### config.mk
export PLATFORM = sky130hd
export DESIGN_NAME = wb_port_arbiter
export DESIGN_NICKNAME = d
export VERILOG_FILES = /design/src/rtl/wb_port_arbiter.sv
export SDC_FILE = /design/constraint.sdc
export NUM_CORES = 1
export LEC_CHECK = 0
export CAP_MARGIN = 20
export CELL_PAD_IN_SITES_DETAIL_PLACEMENT = 1
export CELL_PAD_IN_SITES_GLOBAL_PLACEMENT = 2
export CORE_UTILIZATION = 35
export CTS_CLUSTER_DIAMETER = 30
export DETAILED_ROUTE_END_ITERATION = 8
export MAX_ROUTING_LAYER = met4
export PLACE_DENSITY_LB_ADDON = 0.25
export SLEW_MARGIN = 20
export SYNTH_ARGS = -nofsm -noshare
export SYNTH_HDL_FRONTEND = slang
export SYNTH_SLANG_ARGS = --single-unit
export TNS_END_PERCENT = 5
### constraint.sdc
create_clock -name clk -period 6.1 [get_ports clk]
set_input_delay 0.915 -clock clk [delete_from_list [all_inputs] [get_ports clk]]
set_output_delay 0.915 -clock clk [all_outputs]
set_load 0.05 [all_outputs]
### src/rtl/wb_port_arbiter.sv
// Register-file write-port arbiter: pipeline writeback always wins, long-latency
// results queue in a small FIFO and drain into idle slots, with a forced drain on starvation.
module wb_port_arbiter #(
  parameter int DEPTH        = 2,
  parameter int STARVE_LIMIT = 4
) (
  input  logic        clk,
  input  logic        reset_n,
  input  logic        pipe_valid,
  input  logic [4:0]  pipe_reg,
  input  logic [31:0] pipe_data,
  input  logic        lu_valid,
  input  logic [4:0]  lu_reg,
  input  logic [31:0] lu_data,
  output logic        lu_ready,
  input  logic [4:0]  query_reg,
  output logic        pend_hit,
  output logic        stall_req,
  output logic [4:0]  wb_write_reg,
  output logic [31:0] wb_write_data,
  output logic        wb_write_valid
);

  localparam int AW = (DEPTH > 1) ? $clog2(DEPTH) : 1;
  localparam int CW = $clog2(DEPTH) + 1;
  localparam int SW = $clog2(STARVE_LIMIT) + 1;

  typedef enum logic {ST_NORMAL = 1'b0, ST_STARVED = 1'b1} state_e;

  state_e          state_q;
  logic [SW-1:0]   starve_cnt_q;
  logic [CW-1:0]   count_q;
  logic [AW-1:0]   rd_ptr_q;
  logic [AW-1:0]   wr_ptr_q;
  logic [4:0]      fifo_reg_q  [DEPTH];
  logic [31:0]     fifo_data_q [DEPTH];
  logic [4:0]      wb_reg_q;
  logic [31:0]     wb_data_q;
  logic            wb_valid_q;

  logic empty;
  logic pipe_live;
  logic pop;
  logic push;
  logic bypass;
  logic hit;

  // Long-latency handshake: a result transfers on a cycle where lu_valid && lu_ready.
  // lu_ready depends only on the registered count, so it never combinationally
  // follows lu_valid. x0 results transfer too but are simply discarded.
  assign lu_ready  = (count_q < CW'(DEPTH));
  assign stall_req = (state_q == ST_STARVED);
  assign empty     = (count_q == '0);
  assign pipe_live = pipe_valid && (pipe_reg != 5'd0) && !stall_req;
  assign pop       = !pipe_live && !empty;
  assign bypass    = !pipe_live && empty && lu_valid && (lu_reg != 5'd0);
  assign push      = lu_valid && lu_ready && (lu_reg != 5'd0) && (pipe_live || !empty);

  always_comb begin
    hit = 1'b0;
    for (int i = 0; i < DEPTH; i++) begin
      if ((CW'(i) < count_q) && (fifo_reg_q[rd_ptr_q + AW'(i)] == query_reg)) begin
        hit = 1'b1;
      end
    end
    pend_hit = hit && (query_reg != 5'd0);
  end

  always_ff @(posedge clk) begin
    if (push) begin
      fifo_reg_q[wr_ptr_q]  <= lu_reg;
      fifo_data_q[wr_ptr_q] <= lu_data;
    end
  end

  always_ff @(posedge clk or negedge reset_n) begin
    if (!reset_n) begin
      state_q      <= ST_NORMAL;
      starve_cnt_q <= '0;
      count_q      <= '0;
      rd_ptr_q     <= '0;
      wr_ptr_q     <= '0;
      wb_reg_q     <= 5'd0;
      wb_data_q    <= 32'd0;
      wb_valid_q   <= 1'b0;
    end else begin
      count_q <= count_q + CW'(push) - CW'(pop);
      if (push) wr_ptr_q <= wr_ptr_q + AW'(1);
      if (pop)  rd_ptr_q <= rd_ptr_q + AW'(1);

      if (pipe_live) begin
        wb_reg_q   <= pipe_reg;
        wb_data_q  <= pipe_data;
        wb_valid_q <= 1'b1;
      end else if (pop) begin
        wb_reg_q   <= fifo_reg_q[rd_ptr_q];
        wb_data_q  <= fifo_data_q[rd_ptr_q];
        wb_valid_q <= 1'b1;
      end else if (bypass) begin
        wb_reg_q   <= lu_reg;
        wb_data_q  <= lu_data;
        wb_valid_q <= 1'b1;
      end else begin
        wb_valid_q <= 1'b0;
      end

      // The freeze is entered on the cycle the counter would reach LIMIT-1, so a
      // queued head waits at most STARVE_LIMIT+1 cycles from push to writeback.
      case (state_q)
        ST_NORMAL: begin
          if (empty || pop) begin
            starve_cnt_q <= '0;
          end else if (int'(starve_cnt_q) + 1 >= STARVE_LIMIT - 1) begin
            starve_cnt_q <= '0;
            state_q      <= ST_STARVED;
          end else begin
            starve_cnt_q <= starve_cnt_q + SW'(1);
          end
        end
        ST_STARVED: begin
          starve_cnt_q <= '0;
          state_q      <= ST_NORMAL;
        end
        default: state_q <= ST_NORMAL;
      endcase
    end
  end

  assign wb_write_reg   = wb_reg_q;
  assign wb_write_data  = wb_data_q;
  assign wb_write_valid = wb_valid_q;

endmodule

After elaboration in Yosys (flattened, before gate mapping)
Memory sizes are Yosys's and may differ from the RTL's. Cells that the tools add are included.

Memory bits (writable): 74. Register bits: 46. Word-level logic and storage cells: 64. Output and inout port bits: 41. Bits of input ports: 83. Memories: 2.

Reduce and logical (&&, ||, !) cells: 22. Add/sub/neg operators: 6. Equal/unequal tests: 2. Muxes and demuxes: 19. Magnitude comparators: 4. Bitwise logic cells: 1.

Memories: fifo_data_q (depth 2, width 32, read ports 1, clocked after Yosys merged registers in 0, write ports 1, RTL line 36) `logic [31:0] fifo_data_q [DEPTH];`; fifo_reg_q (depth 2, width 5, read ports 2, clocked after Yosys merged registers in 0, write ports 1, RTL line 35) `logic [4:0] fifo_reg_q [DEPTH];`.

Operator list (count): 32-bit two-way mux (3); 5-bit two-way mux (3); 5-bit nonzero test (3); 1-bit logical AND (12); 5-bit == test (2); 1-bit two-way mux (9); 3-bit two-way mux (2); 3-bit case mux with 2 select lines (1); 3-bit by 1-bit adder with 4-bit output (second input constant) (1); 4-bit by 2-bit greater-or-equal comparator with 1-bit output (second input constant) (1); 1-bit by 2-bit < comparator with 1-bit output (first input constant) (2); 3-bit by 1-bit adder with 3-bit output (second input constant) (1); 1-bit logical NOT (3); 3-bit nonzero test (1); 1-bit adder (second input constant) (2); 2-bit by 1-bit adder with 2-bit output (1); 2-bit logical NOT (1); 1-bit logical OR (2); 2-bit < comparator (second input constant) (1); 1-bit case mux with 2 select lines (1); 2-bit by 1-bit subtractor with 2-bit output (1); 1-bit inverter (1).

Logic depth before layout (Yosys ltp)
Word-level depth: 10. Mapped depth: 7. Depth with buffers taken out: 7.

Worst setup path after synthesis
Ideal clock, no wire load.

Path kind: input to register. Start: in pipe_valid. End: mem fifo_data_q[0][0], enable pin. Data arrival time: 3219 ps. Path buffers: 0. Path slack: 2450 ps. Setup time: 431 ps. Required time: 5669 ps. Stages on the path: 5. Cells stage by stage: nor2b_1 o21ai_4 inv_2 o21ai_1 nor2_1.

Word-level cells in the longest chain between the ends: 6.

Ends and longest elaborated chain: start, declared (RTL line 9) `input logic pipe_valid,`; 1-bit logical AND (2 in series) (RTL line 54) `assign pipe_live = pipe_valid && (pipe_reg != 5'd0) && !stall_req;`; 1-bit logical OR (RTL line 57) `assign push = lu_valid && lu_ready && (lu_reg != 5'd0) && (pipe_live || !empty);`; 1-bit logical AND (RTL line 57); 1-bit two-way mux (RTL line 70) `if (push) begin`; 1-bit two-way mux (implied by the code) (RTL line 72) `fifo_data_q[wr_ptr_q] <= lu_data;`; end, declared (RTL line 36).

No other way between the ends.

Worst setup path after layout
Start: reg rd_ptr_q. End: out pend_hit.

Word-level cells in the longest chain between the ends: 6. Elaborated cells between the ends (all ways): 9. Classes of those cells: add/sub: 1; eq/ne: 2; mux: 2; reduce/logical: 3; memory: 1.

Ends and longest elaborated chain: start, declared (RTL line 33) `logic [AW-1:0] rd_ptr_q;`; start signal, assigned (RTL line 89) `if (pop) rd_ptr_q <= rd_ptr_q + AW'(1);`; 1-bit adder / memory 2 x 5 bit (equally long branches); memory 2 x 5 bit *; 5-bit == test / 1-bit logical AND (equally long branches) (RTL line 62) `if ((CW'(i) < count_q) && (fifo_reg_q[rd_ptr_q + AW'(i)] == query_reg)) begin`; 1-bit logical AND / 1-bit two-way mux (equally long branches) (RTL line 62); 1-bit two-way mux * (RTL line 62); 1-bit logical AND * (RTL line 66) `pend_hit = hit && (query_reg != 5'd0);`; end, declared (RTL line 17) `output logic pend_hit,`.

Mark *: on every way between the ends. The rest lies on a longest branch, timed or not.

==> results.md <==
- Outcome: completed
- Max-Slew Margin vs Limit: 50.7%
- Internal Dissipation: 2.26 mW
- Placed cell count: 713
- Die W: 124 µm
- VDD IR-drop max: 0.000261 V
- Slew Limit Fails: 0
- Sw Share: 39.6%
- Die H: 124 µm
- Post-layout min period: 3860 ps
- Synth unique cells: 33
- # rows: 44
- Leak: 2.77 nW
- Total Wirelength: 13,000 µm
- Ys async rst share: 38.3%
- Initial Util: 35.9%
- GRT Util Overall: 18.5%
- # hold bufs at CTS: 0
- Commonest non-fill, non-tap cell in the layout: clkdlybuf4s50_1
- Max Cap Viol: 0
- #FFs+latches synth: 120
- Final ANT Viol Nets: 0
- CTS Buf Count: 17
- Critical Path RT: 5180 ps
- Dpl cell area: 0.00659 mm²
- Synth Cell Area: 0.00524 mm²
- DIE AREA: 0.0155 mm²
- Overflow after GRT: 0
- F_max: 0.259 GHz
- Final setup viols: 0
- CTS tree: done
- Avg Vias per Cell: 5.00
- Fin area: 0.00719 mm²
- Period utilization: 63.3%
- TritonRoute pass-1 iters: 4
- Worst setup SP type: register
- RSZ-0062 raised after global routing: no
- Clk_lat worst skew: 420 ps
- PortBufs: 123
- H-tree depth: 4
- Post_cts resized: 0
- Most flop-heavy register: fifo_data_q
- Yosys Warn Count: 0
- Avg Cell Area, Syn: 12.2 µm²
- Power share of the sequential group: 33.7%
- Max FO, Critical Path: 22
- Sink Count: 120
- Fin worst setup slack: 2240 ps
- GPL Wtd Cong: 0.720
- PD cells: 520 mW/mm²
- Hold crit path type: register to register
- Vias post-DR: 3,738
- Synth top area cells: edfxtp_1 (42%), dfrtp_1 (22%), mux2i_1 (8.0%), nand2_1 (5.4%), o211ai_1 (5.0%)
- Final core utilization: 49.3%
- Post-synth EDFFs: 74
- Detailed placement HPWL: 8640 µm
- Share of cells above drive strength 1: 8.17%
- Main synth FF type: edfxtp_1
- Worst clock skew: 8.00 ps
- Initial DRC Count: 141
- Worst slew pin tran: 739 ps
- I/O pins: 124
- DRC Markers: 0
- Largest net degree at the start of global routing: 70
- Area leader, netlist: edfxtp_1
- Sw Pwr: 1.48 mW
- Crit. End Element: output pin
- Post-synth net total: 516
- Core box area: 0.0146 mm²
- Max Buffers Root-to-Sink: 2
- Crit-path cells: mux2i_1 > xnor2_1 > nor4_1 > nand4_1 > o21ai_0 > clkdlybuf4s50_1
- Critical setup path kind: register to output pin
- Nets: 636
- Slowest stage delay, CP: 840 ps
- Post-Syn Instances: 430
- Layout Cells excl Fill: 747
- Fin. Hold Viols: 0
- Clk network pwr share: 24.6%
- First-pass GRT wire length: 21,400 µm
- Clock-pin slew on the worst setup and hold paths: 50 ps
- Diode count: 0
- Setup TNS: 0 ps
- Vias in the first global route: 4,132
- Most frequent cells in the layout: clkdlybuf4s50_1 (122), nand2_1 (75), edfxtp_1 (74)
- Initial antenna violation count: 0
- Root buf cell: clkbuf_16
- Post-synth top area share: 42.4%
- Seq/Total Area, Yosys: 64.4%
- Area delta synth->final: 37.3%
- Drt wl/cell: 17.4 µm
- Max reg flops: 64
- Postcts setup bufs: 0
- CP arrival: 2950 ps
- Slowest CP cell: clkdlybuf4s50_1
- Worst slack at placement: 1910 ps
- Gate power share: 41.7%
-- critical path: cells and delay by family (launching register included) --
kind | cells | cell delay [ps]
mux | 1 | 330
buf+inv | 1 | 840
flops | 1 | 760
simple gates | 2 | 420
compound gates | 1 | 90
xor+xnor | 1 | 90
-- power groups by stage --
stage               logic (mW)  registers (mW)  clock network (mW)
floorplan                0.647            1.68                   0
global placement          1.53            1.27                   0
detailed placement        1.55            1.28                   0
CTS                       1.56            1.27               0.948
global route              1.68            1.30               0.973
finish                    1.56            1.26               0.921
-- cells in the mapped netlist, types with 5 or more instances --
master,n
nor2_1,45
xnor2_1,6
edfxtp_1,74
buf_2,8
xor2_1,7
nand2_1,75
a21oi_1,5
buf_6,5
a31oi_1,35
dfrtp_1,46
mux2i_1,42
clkbuf_1,13
o211ai_1,35
-- kinds of logic (layout without fill, tap and decap cells) --
kind of cell,after synthesis,after routing,synth area share (%)
flip-flops,120,120,64.4
AND/OR/NAND/NOR,135,135,10.5
buffers and inverters,32,165,3.27
XOR/XNOR,13,13,2.17
multiplexers,42,42,8.02
other,1,1,0.0716
adder cells (fa/ha/maj),3,3,0.716
AO/OA/AOI/OAI,84,84,10.9
-- metal layers --
metal	part of all wire [%]	vias to the layer above	global-route usage [%]
li1	-	1813	-
met1	45	1818	21.3
met2	49	94	30.2
met3	5.0	13	6.36
met4	1.2	0	6.02
met5	0	-	-
-- layout make-up --
| class | count | area, µm² |
|---|---|---|
| Inverter | 4 | 15.0 |
| Tap cell | 184 | 230 |
| Clock inverter | 10 | 76.3 |
| Fill cell | 1497 | 7390 |
| Sequential cell | 120 | 3370 |
| Clock buffer | 22 | 474 |
| Timing Repair Buffer | 129 | 1310 |
| Multi-Input combinational cell | 278 | 1710 |
-- stage by stage --
step	hold slack, ps	power, mW
floorplan	451	2.32
global placement	466	2.80
detailed placement	502	2.83
CTS	509	3.78
global route	538	3.95
finish	498	3.74
-- final timing paths --
check | start | endpoint | slack, ps | cells after the start
worst max-delay path | rd_ptr_q | pend_hit | 2240 | 6
worst min-delay path | starve_cnt_q[0] | starve_cnt_q[0] | 500 | 1
worst max register to register | stall_req | fifo_data_q[1][0] | 3210 | 6
worst min register to register | starve_cnt_q[0] | starve_cnt_q[0] | 500 | 1
max in group asynchronous | reset_n | rd_ptr_q | 5110 | 1
min in group asynchronous | reset_n | wb_write_reg[1] | 530 | 1
Note: power is estimated with default switching activity, not from simulation.
